### config.mk
export PLATFORM = sky130hd
export DESIGN_NAME = traffic_light_ctrl
export DESIGN_NICKNAME = d
export VERILOG_FILES = /design/src/rtl/traffic_pkg.sv /design/src/rtl/tl_phase_timer.sv /design/src/rtl/traffic_light_ctrl.sv
export SDC_FILE = /design/constraint.sdc
export NUM_CORES = 1
export LEC_CHECK = 0
export CAP_MARGIN = 10
export CELL_PAD_IN_SITES_DETAIL_PLACEMENT = 1
export CELL_PAD_IN_SITES_GLOBAL_PLACEMENT = 1
export CORE_ASPECT_RATIO = 1.75
export CORE_MARGIN = 3
export CORE_UTILIZATION = 40
export DETAILED_ROUTE_END_ITERATION = 7
export PLACE_DENSITY_LB_ADDON = 0.2
export SETUP_SLACK_MARGIN = 0.4
export SYNTH_ARGS = -nofsm -noshare
export SYNTH_HDL_FRONTEND = slang
export SYNTH_SLANG_ARGS = --single-unit
### constraint.sdc
create_clock -name clk -period 3.9 [get_ports clk]
set_clock_uncertainty 0.2 [all_clocks]
set_input_delay 1.17 -clock clk [delete_from_list [all_inputs] [get_ports clk]]
set_output_delay 1.17 -clock clk [all_outputs]
set_load 0.02 [all_outputs]
### src/rtl/traffic_pkg.sv
// Shared phase encoding and default durations for the intersection controller.
package traffic_pkg;

  typedef enum logic [1:0] {
    PH_GREEN  = 2'd0,
    PH_YELLOW = 2'd1,
    PH_ALLRED = 2'd2,
    PH_FLASH  = 2'd3
  } phase_e;

  localparam int DEF_N_DIR     = 2;
  localparam int DEF_CNT_W     = 8;
  localparam int DEF_GREEN_T   = 60;
  localparam int DEF_YELLOW_T  = 5;
  localparam int DEF_ALLRED_T  = 3;
  localparam int DEF_MIN_GREEN = 10;
  localparam int DEF_FLASH_T   = 4;

endpackage

### src/rtl/tl_phase_timer.sv
// Loadable phase down-counter; holds at 1 until reloaded, so 0 is never reached.
module tl_phase_timer #(
  parameter int CNT_W   = 8,
  parameter int RST_VAL = 3
) (
  input  logic             clk,
  input  logic             rst,
  input  logic             load,
  input  logic [CNT_W-1:0] load_val,
  input  logic             shorten,
  input  logic [CNT_W-1:0] short_val,
  output logic [CNT_W-1:0] count,
  output logic             expire
);

  logic [CNT_W-1:0] count_q, count_d;

  // A phase change always wins over a shortening request.
  always_comb begin
    count_d = count_q;
    if (load) begin
      count_d = load_val;
    end else if (shorten) begin
      count_d = short_val;
    end else if (count_q > CNT_W'(1)) begin
      count_d = count_q - CNT_W'(1);
    end
  end

  always_ff @(posedge clk or posedge rst) begin
    if (rst) count_q <= CNT_W'(RST_VAL);
    else     count_q <= count_d;
  end

  assign count  = count_q;
  assign expire = (count_q == CNT_W'(1));

endmodule

### src/rtl/traffic_light_ctrl.sv
// N-approach intersection controller: green/yellow/all-red rotation,
// request-driven green shortening and a night-flash mode.
module traffic_light_ctrl
  import traffic_pkg::*;
#(
  parameter int N_DIR     = DEF_N_DIR,
  parameter int CNT_W     = DEF_CNT_W,
  parameter int GREEN_T   = DEF_GREEN_T,
  parameter int YELLOW_T  = DEF_YELLOW_T,
  parameter int ALLRED_T  = DEF_ALLRED_T,
  parameter int MIN_GREEN = DEF_MIN_GREEN,
  parameter int FLASH_T   = DEF_FLASH_T,
  localparam int DIR_W    = (N_DIR > 1) ? $clog2(N_DIR) : 1
) (
  input  logic             clk,
  input  logic             rst,
  input  logic [N_DIR-1:0] pass_req,
  input  logic             flash_en,
  output logic [N_DIR-1:0] red,
  output logic [N_DIR-1:0] yellow,
  output logic [N_DIR-1:0] green,
  output logic [DIR_W-1:0] active_dir,
  output logic [1:0]       phase,
  output logic [CNT_W-1:0] countdown
);

  localparam logic [CNT_W-1:0] GREEN_C  = CNT_W'(GREEN_T);
  localparam logic [CNT_W-1:0] YELLOW_C = CNT_W'(YELLOW_T);
  localparam logic [CNT_W-1:0] ALLRED_C = CNT_W'(ALLRED_T);
  localparam logic [CNT_W-1:0] MIN_C    = CNT_W'(MIN_GREEN);
  localparam logic [CNT_W-1:0] FLASH_C  = CNT_W'(FLASH_T);
  localparam logic [DIR_W-1:0] LAST_DIR = DIR_W'(N_DIR - 1);
  localparam logic [N_DIR-1:0] ONE_HOT0 = N_DIR'(1);

  phase_e           phase_q, phase_d;
  logic [DIR_W-1:0] dir_q, dir_d;
  logic             flash_on_q, flash_on_d;
  logic [N_DIR-1:0] red_q, red_d, yellow_q, yellow_d, green_q, green_d;

  logic             load, shorten, expire;
  logic [CNT_W-1:0] load_val, count;
  logic [N_DIR-1:0] sel_q, sel_d;

  assign sel_q   = ONE_HOT0 << dir_q;
  assign sel_d   = ONE_HOT0 << dir_d;
  assign shorten = (phase_q == PH_GREEN) && (|(pass_req & ~sel_q)) && (count > MIN_C);

  tl_phase_timer #(
    .CNT_W   (CNT_W),
    .RST_VAL (ALLRED_T)
  ) u_timer (
    .clk       (clk),
    .rst       (rst),
    .load      (load),
    .load_val  (load_val),
    .shorten   (shorten),
    .short_val (MIN_C),
    .count     (count),
    .expire    (expire)
  );

  // Phase FSM: every transition happens on the last cycle of a phase.
  always_comb begin
    phase_d    = phase_q;
    dir_d      = dir_q;
    flash_on_d = flash_on_q;
    load       = 1'b0;
    load_val   = ALLRED_C;
    if (expire) begin
      load = 1'b1;
      unique case (phase_q)
        PH_GREEN: begin
          phase_d  = PH_YELLOW;
          load_val = YELLOW_C;
        end
        PH_YELLOW: begin
          phase_d  = PH_ALLRED;
          load_val = ALLRED_C;
        end
        PH_ALLRED: begin
          if (flash_en) begin
            phase_d    = PH_FLASH;
            flash_on_d = 1'b1;
            load_val   = FLASH_C;
          end else begin
            phase_d  = PH_GREEN;
            dir_d    = (dir_q == LAST_DIR) ? '0 : dir_q + DIR_W'(1);
            load_val = GREEN_C;
          end
        end
        PH_FLASH: begin
          // An on half always completes into an off half; exit only from off.
          if (flash_on_q || flash_en) begin
            flash_on_d = ~flash_on_q;
            load_val   = FLASH_C;
          end else begin
            phase_d    = PH_ALLRED;
            flash_on_d = 1'b0;
            dir_d      = LAST_DIR;
            load_val   = ALLRED_C;
          end
        end
      endcase
    end
  end

  // Lamps are decoded from the next state so they switch with phase and countdown.
  always_comb begin
    red_d    = '1;
    yellow_d = '0;
    green_d  = '0;
    unique case (phase_d)
      PH_GREEN: begin
        green_d = sel_d;
        red_d   = ~sel_d;
      end
      PH_YELLOW: begin
        yellow_d = sel_d;
        red_d    = ~sel_d;
      end
      PH_ALLRED: red_d = '1;
      PH_FLASH: begin
        red_d    = '0;
        yellow_d = {N_DIR{flash_on_d}};
      end
    endcase
  end

  always_ff @(posedge clk or posedge rst) begin
    if (rst) begin
      phase_q    <= PH_ALLRED;
      dir_q      <= LAST_DIR;
      flash_on_q <= 1'b0;
      red_q      <= '1;
      yellow_q   <= '0;
      green_q    <= '0;
    end else begin
      phase_q    <= phase_d;
      dir_q      <= dir_d;
      flash_on_q <= flash_on_d;
      red_q      <= red_d;
      yellow_q   <= yellow_d;
      green_q    <= green_d;
    end
  end

  assign red        = red_q;
  assign yellow     = yellow_q;
  assign green      = green_q;
  assign active_dir = dir_q;
  assign phase      = phase_q;
  assign countdown  = count;

endmodule

==> results of run 1 <==
[cell usage in the layout (no fill, tap or decap), types with 4 or more instances in the layout]
cell type / count
dfrtp_1: 12
nand2_1: 7
o21ai_1: 7
clkbuf_8: 4
inv_1: 5
nor2_1: 9
nand2b_1: 6
dfstp_2: 6
xnor2_1: 4
clkdlybuf4s50_1: 21
nor3_1: 4
a21oi_1: 6
o31ai_1: 6
[state kept, by name, indices dropped and copies added (netlist names)]
register and flops:
yellow 2, red 2, active_dir 1, u_timer.count 8
flash_on_q 1, green 2, phase 2
[through the flow]
stage	instances	instance area (um^2)	hold slack (ps)	setup slack [ps]
global route	153	1301	427.9	864.0
finish	153	1301	372.3	911.8
global placement	149	1246	351.0	1067
CTS	153	1301	373.7	923.3
detailed placement	149	1246	356.3	990.1
floorplan	109	1044	307.3	1634
[area by class of cell]
class	instances	area (um^2)
multi-input cells	80	528.0
flip-flops and latches	18	457.9
fillers	287	1087
inverters	5	18.77
clock buffers	4	55.05
repair buffers	21	210.2
well taps	25	31.28
[logic make-up (layout without fill, tap and decap cells)]
logic type	after synthesis	in the layout	synth area share (%)
buffers and inverters	11	30	5.515
AND/OR/NAND/NOR	38	38	19.67
multiplexers	3	3	2.998
XOR/XNOR	6	6	5.036
flip-flops	18	18	43.88
AO/OA/AOI/OAI	30	30	19.31
adder cells (fa/ha/maj)	3	3	3.598
[power groups by stage]
stage	Clock, mW	Combinational, mW	Sequential [mW]
2_1_floorplan	0	0.330	0.436
5_1_grt	0.167	0.651	0.406
4_1_cts	0.157	0.604	0.388
3_3_place_gp	0	0.582	0.386
3_5_place_dp	0	0.601	0.392
6_report	0.159	0.596	0.386
[path summary, 6_finish.rpt]
path / startpoint / slack [ps] / cells after the start / end
setup / recovery: phase[1]$_DFF_PP1_ / 910 / 1 / phase[1]
hold / removal: flash_on_q$_DFF_PP0_ / 370 / 2 / flash_on_q$_DFF_PP0_
setup reg to reg: u_timer.count[6]$_DFFE_PP0P_ / 1340 / 5 / green[0]$_DFF_PP0_
hold reg to reg: flash_on_q$_DFF_PP0_ / 370 / 2 / flash_on_q$_DFF_PP0_
max in group asynchronous: rst / 1950 / 2 / u_timer.count[3]$_DFFE_PP0P_
min in group asynchronous: rst / 1110 / 2 / u_timer.count[6]$_DFFE_PP0P_
[routing by layer]
metal | track usage [%] | routed length [um]
met1 | 20.34 | 1053
met2 | 32.64 | 1393
met3 | 3.676 | 75
met4 | 12.08 | 80
met5 | 0 | 0
==> run metrics, run 1 <==
pwr/cell area 877.1 mW/mm^2; WL/cell 17.01 um; most frequent cell after synthesis dfrtp_1; Die H 73.57 um; cell count after synthesis 109; total CTS buffers 3; Diodes inserted 0; worst relative slew slack 53.55%; Hold Crit Class reg2reg; CTS Buffer Depth 2; P_leak between 0.5 and 0.6 nW; max cap viols 0; antenna violations before repair 0; Commonest cells post-synth dfrtp_1, nor2_1, nand2_1, o21ai_1; Vias/cell between 5 and 6; port buffer count 21; ANT nets after route 0; worst slew pin tran 696.0 ps; initial DRC count 27; Via Count 878; Worst-Skew Late Latency about 260 ps; outcome finished, final reports clean; Core ar. 0.002389 mm^2; Initial Util 43.69%; vias in the first global route roughly 900; number of synthesized register bits 18; sw frac between 40% and 50%; largest net degree at the start of global routing 22; # setup viols final 0; clock slew at reported path FFs roughly 70 ps; number of synthesized flops with an enable pin 0; final WL 2603 um; fin. max-slew vios 0; area grow syn2layout 24.70%; post-synth cell types 34; placer congestion estimate just under 0.8; Finished Core Util around 54%; CTS tree built; Gates resized, CTS repair 0; drt pass-1 iters 4; hold buffer count at CTS 0; highest clock rate 334.6 MHz; CP max stage delay 690 ps; clk root buf clkbuf_8; critical-path cell list clkdlybuf4s50_1; top cell type by total area after synthesis dfrtp_1; WP data arrival 1620 ps; Async S/R FF share, synth 100.0%; drc violations 0; first-pass GRT wire length 4381 um; H-Tree Depth 1; nature of the critical path endpoint output pin; Post-Syn Area 0.001044 mm^2; clock power share 13.9%; critical path class reg2out; Num Clock Sinks 18; combinational share of power 52.2%; Die W approximately 45 um; setup TNS 0 ps; Net count, final between 100 and 150; CP max-delay cell dfstp_2; Critical Path RT 2530 ps; Tot Pwr 1.141 mW; part of the power in registers between 30% and 40%; top cells by area, synth dfrtp_1, dfstp_2, o31ai_1, ha_1, nand2b_1; num ports 22; CP Launch Type register; Primary FF master, synth dfrtp_1; Avg Cell Area, Syn 9.573 um^2; Buf/Inv on CP 1; Yosys top cell area share 28.78%; worst-path maximum fanout 15; fin crit share 76.62%; Crit path max-delay family flip-flops; Setup Fix Bufs, Post-CTS 0; RSZ-0062 raised after global routing no; final count of hold timing violations 0; Tmin final roughly 3000 ps; Post-Syn Nets 117; worst vdd ir 0.0003572 V; layout cell share with drive strength beyond 1 9.375%; internal power component 648.0 uW; area of the die 0.003282 mm^2; P_sw ~490 uW; hpwl dp 2002 um; synthesis warning total 0; row count 23; grt total ovfl 0; register area share after synthesis 43.88%; GRT Overall Usage 19.01%
(Power assumes the default switching activity.)
==> run 2: changes to the inputs <==
--- a/config.mk
+++ b/config.mk
@@ -10,7 +10,7 @@
 export CELL_PAD_IN_SITES_GLOBAL_PLACEMENT = 1
 export CORE_ASPECT_RATIO = 1.75
 export CORE_MARGIN = 3
-export CORE_UTILIZATION = 40
+export CORE_UTILIZATION = 37
 export DETAILED_ROUTE_END_ITERATION = 7
 export PLACE_DENSITY_LB_ADDON = 0.2
 export SETUP_SLACK_MARGIN = 0.4
==> constraint.sdc (replaced) <==
create_clock -name clk -period 2.9 [get_ports clk]
set_clock_uncertainty 0.2 [all_clocks]
set_input_delay 0.87 -clock clk [delete_from_list [all_inputs] [get_ports clk]]
set_output_delay 0.87 -clock clk [all_outputs]
set_load 0.02 [all_outputs]
==> run 2 against run 1 <==
  * Sequential power up 28%
  * Setup slack worse by 450 ps
  * First-iteration DRC count down 41%
  * Global-route usage down 2.0 points
  * Critical path depth unchanged
  * Critical path type unchanged
  * Non-clock buffer count up 4
  * Critical endpoint is now red[0]
  * Clock power up 31%
  * Total power up 39%
  * Die area up 7.2%
  * Count of clock-buffer cells in the layout unchanged
  * Via count up 1.4%
==> run metrics, run 2 (synthesized netlist as in run 1, its figures left out) <==
sw frac 43.73% (was 43.23%); critical-path cell list clkdlybuf4s50_1 (unchanged); # setup viols final 0 (unchanged); CTS Buffer Depth 2 (unchanged); final count of hold timing violations 0 (unchanged); Crit path max-delay family buffers and inverters (was flip-flops); area of the die 0.003519 mm^2 (was 0.003282 mm^2); Buf/Inv on CP 1 (unchanged); Critical R2R Launch u_timer.count[0]$_DFFE_PP1P_ (was u_timer.count[6]$_DFFE_PP0P_); most common cell after layout, fill and taps aside clkdlybuf4s50_1 (unchanged); drt pass-1 iters 4 (unchanged); Net count, final 141 (was 137); largest net degree at the start of global routing 19 (was 22); GRT Overall Usage 16.98% (was 19.01%); fin. max-slew vios 0 (unchanged); outcome finished, final reports clean (unchanged); GR Util met2 30.66% (was 32.64%); Initial Util 40.41% (was 43.69%); Hold Crit Depth 2 (unchanged); area grow syn2layout 29.26% (was 24.70%); worst-path maximum fanout 1 (was 15); Cell Area, Placed 0.001277 mm^2 (was 0.001246 mm^2); WL/cell 17.64 um (was 17.01 um); antenna violations before repair 0 (unchanged); H-Tree Depth 1 (unchanged); clock power share 13.1% (was 13.9%); Setup Fix Bufs, Post-CTS 0 (unchanged); ANT nets after route 0 (unchanged); Critical Path RT 1830 ps (was 2530 ps); Finished Core Util 52.23% (was 54.48%); Die W 46.15 um (was 44.61 um); Hold Crit Class reg2reg (unchanged); P_leak 0.6047 nW (was 0.5326 nW); Die H 76.25 um (was 73.57 um); port buffer count 21 (unchanged); CP max-delay cell clkdlybuf4s50_1 (was dfstp_2); commonest cells after routing, fill and taps aside clkdlybuf4s50_1, dfrtp_1, nor2_1 (unchanged); number of cells on the critical path 1 (unchanged); highest clock rate just over 400 MHz; final WL 2787 um (was 2603 um); Hold Crit Start flash_on_q$_DFF_PP0_ (unchanged); Filler cells 307 (was 287); Finished Cell Area 0.001349 mm^2 (was 0.001301 mm^2); Core ar. 0.002582 mm^2 (was 0.002389 mm^2); flop2flop setup slack 550 ps (was 1340 ps); GR Util met3 2.364% (was 3.676%); initial DRC count 16 (was 27); Worst-Skew Late Latency 250 ps (was 260 ps); Tot Pwr 1.590 mW (was 1.141 mW); Diodes inserted 0 (unchanged); clock slew at reported path FFs 70 ps (about the same); part of the power in registers 31.2% (was 33.8%); worst vdd ir 0.0005933 V (was 0.0003572 V); CP Launch Type register (unchanged); placer congestion estimate 0.8280 (was 0.7696); Vias/cell 5.633 (was 5.739); combinational share of power 55.7% (was 52.2%); critical path class reg2out (unchanged); pwr/cell area 1179 mW/mm^2 (was 877.1 mW/mm^2); P_sw 695.6 uW (was 493.4 uW); met1 Use GR 18.72% (was 20.34%); RSZ-0062 raised after global routing no (unchanged); fin crit share 83.93%; hold buffer count at CTS 0 (unchanged); row count 24 (was 23); grt total ovfl 0 (unchanged); worst slew pin tran 717.1 ps (was 696.0 ps); layout cell share with drive strength beyond 1 12.12% (was 9.375%); max cap viols 0 (unchanged); clk root buf clkbuf_8 (unchanged); first-pass GRT wire length 4485 um (was 4381 um); total CTS buffers 3 (unchanged); busiest grt layer met2 (unchanged); setup TNS 0 ps (unchanged); R2R depth 7 (was 5); Tmin final 2434 ps; CP max stage delay 590 ps (was 690 ps); Num Clock Sinks 18 (unchanged); WP data arrival 1360 ps (was 1620 ps); vias in the first global route 954 (was 902); nature of the critical path endpoint output pin (unchanged); hpwl dp 2089 um (was 2002 um); CTS tree built (unchanged); Worst Hold Path EP flash_on_q$_DFF_PP0_ (unchanged); r2r endpoint u_timer.count[5]$_DFFE_PP0P_ (was green[0]$_DFF_PP0_); drc violations 0 (unchanged); internal power component 894.9 uW (was 648.0 uW); num ports 22 (unchanged); worst relative slew slack 52.14% (was 53.55%); Via Count 890 (was 878); Largest register FFs 8 (unchanged)
## run 2: cell count changes in the layout (fill, tap and decap cells not counted), sizes merged
cell	previous run	this run
dlygate4sd2	0	3
buf	0	4
dlymetal6s2s	0	3
clkdlybuf4s50	21	15
## run 2: metrics by stage
stage               worst slack (ps)  hold slack (ps)  cells
CTS                            402.1            356.8    158
global route                   399.1            383.3    158
detailed placement             281.2            342.3    154
global placement               376.4            336.6    154
finish                         466.1            353.1    158
floorplan                      661.6            307.3    109
## run 2: routing by layer
layer | up-vias | share of wire (%) | wire length, um
li1 | 432 | - | -
met1 | 441 | 37 | 1033
met2 | 13 | 60 | 1664
met3 | 4 | 2.1 | 59
met4 | 0 | 1.0 | 29
met5 | - | 0 | 0
## run 2: worst max path at each step
stage | to | slack, ps | from
final | red[0] | 470 | red[0]$_DFF_PP1_
after detailed placement | u_timer.count[5]$_DFFE_PP0P_ | 280 | pass_req[0]
after global routing | u_timer.count[5]$_DFFE_PP0P_ | 400 | u_timer.count[0]$_DFFE_PP1P_
after CTS | countdown[0] | 400 | u_timer.count[0]$_DFFE_PP1P_
after global placement | u_timer.count[5]$_DFFE_PP0P_ | 380 | pass_req[0]
after floorplan | u_timer.count[5]$_DFFE_PP0P_ | 660 | u_timer.count[0]$_DFFE_PP1P_
## run 2: area by class of cell
class / instances / area (um^2) / area share, %
Multi-Input combinational cell: 80 / 540.5 / 40.07
Sequential cell: 18 / 457.9 / 33.95
Timing Repair Buffer: 25 / 244.0 / 18.09
Clock buffer: 4 / 55.05 / 4.082
Tap cell: 26 / 32.53 / 2.412
Inverter: 5 / 18.77 / 1.391
## run 2: what timing repair did
| item | in CTS | in global routing |
|---|---|---|
| hold endpoints to repair | 0 | 0 |
| endpoints found under the setup margin | 3 | 8 |
| cloned | 0 | 0 |
| resized for setup | 3 | 4 |
## run 2: power by group through the flow
stage	logic, mW	clock network, mW	registers, mW
3_3_place_gp	0.847	0	0.496
6_report	0.885	0.209	0.496
3_5_place_dp	0.869	0	0.503
2_1_floorplan	0.444	0	0.586
4_1_cts	0.863	0.210	0.497
5_1_grt	0.965	0.226	0.515
==> run 3: changes to the inputs <==
--- a/config.mk
+++ b/config.mk
@@ -10,7 +10,7 @@
 export CELL_PAD_IN_SITES_GLOBAL_PLACEMENT = 1
 export CORE_ASPECT_RATIO = 1.75
 export CORE_MARGIN = 3
-export CORE_UTILIZATION = 37
+export CORE_UTILIZATION = 34
 export DETAILED_ROUTE_END_ITERATION = 7
 export PLACE_DENSITY_LB_ADDON = 0.2
 export SETUP_SLACK_MARGIN = 0.4
==> constraint.sdc (replaced) <==
create_clock -name clk -period 2 [get_ports clk]
set_clock_uncertainty 0.2 [all_clocks]
set_input_delay 0.6 -clock clk [delete_from_list [all_inputs] [get_ports clk]]
set_output_delay 0.6 -clock clk [all_outputs]
set_load 0.02 [all_outputs]
==> run 3 against run 2 <==
  * Count of clock-buffer cells in the layout is the same
  * Flip-flop and latch count is the same
  * Critical path depth increased by 7
  * Setup slack lost 440 ps
  * First-iteration DRC count is 88% lower
  * Combinational power up 140%
  * Total power grew 95%
  * Design area grew 36%
  * Wire length rose by 28%
  * Core utilization is 10 points higher
  * Critical path type is now reg2reg
  * Largest power group unchanged
  * Highest routed layer unchanged
==> run metrics, run 3 (synthesized netlist as in run 1, its figures left out) <==
busiest grt layer met2 (unchanged); internal power component 1.812 mW (was 894.9 uW); max cap viols 0 (unchanged); most common cell after layout, fill and taps aside buf_4 (was clkdlybuf4s50_1); CP Launch Type register (unchanged); Tot Pwr 3.097 mW (was 1.590 mW); P_sw 1.285 mW (was 695.6 uW); worst vdd ir 0.0009852 V (was 0.0005933 V); ANT nets after route 0 (unchanged); Die H 79.29 um (was 76.25 um); Hold Crit Class reg2reg (unchanged); port buffer count 21 (unchanged); Vias/cell 5.464 (was 5.633); GR Util met3 3.628% (was 2.364%); total CTS buffers 3 (unchanged); highest clock rate roughly 500 MHz; hpwl dp 2153 um (was 2089 um); part of the power in registers 22.5% (was 31.2%); area grow syn2layout 75.18% (was 29.26%); hold buffer count at CTS 0 (unchanged); setup ws final 30.44 ps (was 466.1 ps); critical path class reg2reg (was reg2out); antenna violations before repair 0 (unchanged); combinational share of power 67.6% (was 55.7%); Via Count 1049 (was 890); P_leak 0.8149 nW (was 0.6047 nW); Core ar. 0.002928 mm^2 (was 0.002582 mm^2); layout cell share with drive strength beyond 1 59.15% (was 12.12%); drt pass-1 iters 3 (was 4); WL/cell 18.65 um (was 17.64 um); CP max stage delay 550 ps (was 590 ps); Die W 47.88 um (was 46.15 um); fin crit share between 90 and 100%; Filler cells 323 (was 307); met1 Use GR 21.78% (was 18.72%); fin. max-slew vios 0 (unchanged); grt total ovfl 0 (unchanged); Cell Area, Placed 0.001413 mm^2 (was 0.001277 mm^2); worst-path maximum fanout 3 (was 1); Diodes inserted 0 (unchanged); nature of the critical path endpoint register (was output pin); worst relative slew slack 77.33% (was 52.14%); initial DRC count 2 (was 16); Tmin final 1970 ps; WP data arrival 1920 ps (was 1360 ps); num ports 22 (unchanged); clock power share 9.9% (was 13.1%); critical-path cell list inv_2, ha_4, nor2b_4, o21ai_2, a2111oi_4, buf_4, o31ai_2, o21a_1 (was clkdlybuf4s50_1); drc violations 0 (unchanged); outcome finished, final reports clean (unchanged); row count 26 (was 24); # setup viols final 0 (unchanged); final count of hold timing violations 0 (unchanged); H-Tree Depth 1 (unchanged); setup TNS 0 ps (unchanged); first-pass GRT wire length 5671 um (was 4485 um); Critical Path RT 1950 ps (was 1830 ps); final WL 3580 um (was 2787 um); largest net degree at the start of global routing 19 (unchanged); GRT Overall Usage 20.91% (was 16.98%); placer congestion estimate 0.7760 (was 0.8280); sw frac 41.48% (was 43.73%); clk root buf clkbuf_8 (unchanged); Storage cell area 465.4 um^2 (was 457.9 um^2); CTS Buffer Depth 2 (unchanged); Crit path max-delay family compound AO/OA/AOI/OAI gates (was buffers and inverters); RSZ-0062 raised after global routing yes (was no); pwr/cell area 1694 mW/mm^2 (was 1179 mW/mm^2); Initial Util 35.64% (was 40.41%); Finished Cell Area 0.001828 mm^2 (was 0.001349 mm^2); commonest cells after routing, fill and taps aside buf_4, buf_6, nor2_1 (was clkdlybuf4s50_1, dfrtp_1, nor2_1); Buf/Inv on CP 2 (was 1); Worst-Skew Late Latency 260 ps (was 250 ps); Largest register FFs 8 (unchanged); Net count, final 173 (was 141); clock slew at reported path FFs 70 ps (about the same); vias in the first global route 1179 (was 954); GR Util met2 37.93% (was 30.66%); CP max-delay cell dfstp_2 (was clkdlybuf4s50_1); pre-CTS WS -114.4 ps (was 281.2 ps); CTS tree built (unchanged); worst slew pin tran 340.1 ps (was 717.1 ps); area of the die 0.003796 mm^2 (was 0.003519 mm^2); Num Clock Sinks 18 (unchanged); multi-input logic area 711.9 um^2 (was 540.5 um^2)
==> run 3: final timing paths <==
check / cells past startpoint / endpoint / slack (ps) / from
max in group asynchronous: 3 / active_dir$_DFF_PP1_ / 870 / rst
min in group asynchronous: 3 / green[0]$_DFF_PP0_ / 460 / rst
max: 8 / u_timer.count[2]$_DFFE_PP0P_ / 30 / u_timer.count[0]$_DFFE_PP1P_
min reg2reg: 2 / flash_on_q$_DFF_PP0_ / 370 / flash_on_q$_DFF_PP0_
min: 2 / flash_on_q$_DFF_PP0_ / 370 / flash_on_q$_DFF_PP0_
max reg2reg: 8 / u_timer.count[2]$_DFFE_PP0P_ / 30 / u_timer.count[0]$_DFFE_PP1P_
==> run 3: per-layer routing <==
layer	wire length (um)	vias up
li1	-	503
met1	1282	523
met2	2157	18
met3	91	5
met4	49	0
met5	0	-
==> run 3: final cells by class <==
| cell class | count | area share, % |
|---|---|---|
| Multi-Input combinational cell | 81 | 38.95 |
| Inverter | 5 | 1.027 |
| Timing Repair Buffer | 56 | 29.64 |
| Sequential cell | 18 | 25.46 |
| Tap cell | 28 | 1.916 |
| Clock buffer | 4 | 3.012 |
==> run 3: timing repair <==
action,in CTS,in global routing
buffers inserted,15,5
resized for setup,117,23
pin swaps,14,3
cloned,1,0
endpoints found under the setup margin,35,35
==> run 3: through the flow <==
| stage | std cells | util (%) | hold slack [ps] |
|---|---|---|---|
| global placement | 167 | 48.25 | 328.4 |
| detailed placement | 167 | 48.25 | 368.8 |
| finish | 192 | 62.44 | 366.5 |
| floorplan | 109 | - | 292.1 |
| global route | 192 | 62.44 | 429.5 |
| CTS | 187 | 57.95 | 386.9 |
==> run 3: tightest hold or removal path, cell delays in order, from the launching register on <==
cell and delay, ps:
dfrtp_1 390, a31oi_1 50, nor2_1 80
==> run 3: power groups by stage <==
stage | clock network [mW] | registers [mW] | logic [mW]
floorplan | 0 | 0.862 | 0.695
global placement | 0 | 0.678 | 1.44
detailed placement | 0 | 0.690 | 1.47
CTS | 0.315 | 0.691 | 1.85
global route | 0.331 | 0.713 | 2.25
finish | 0.306 | 0.697 | 2.09
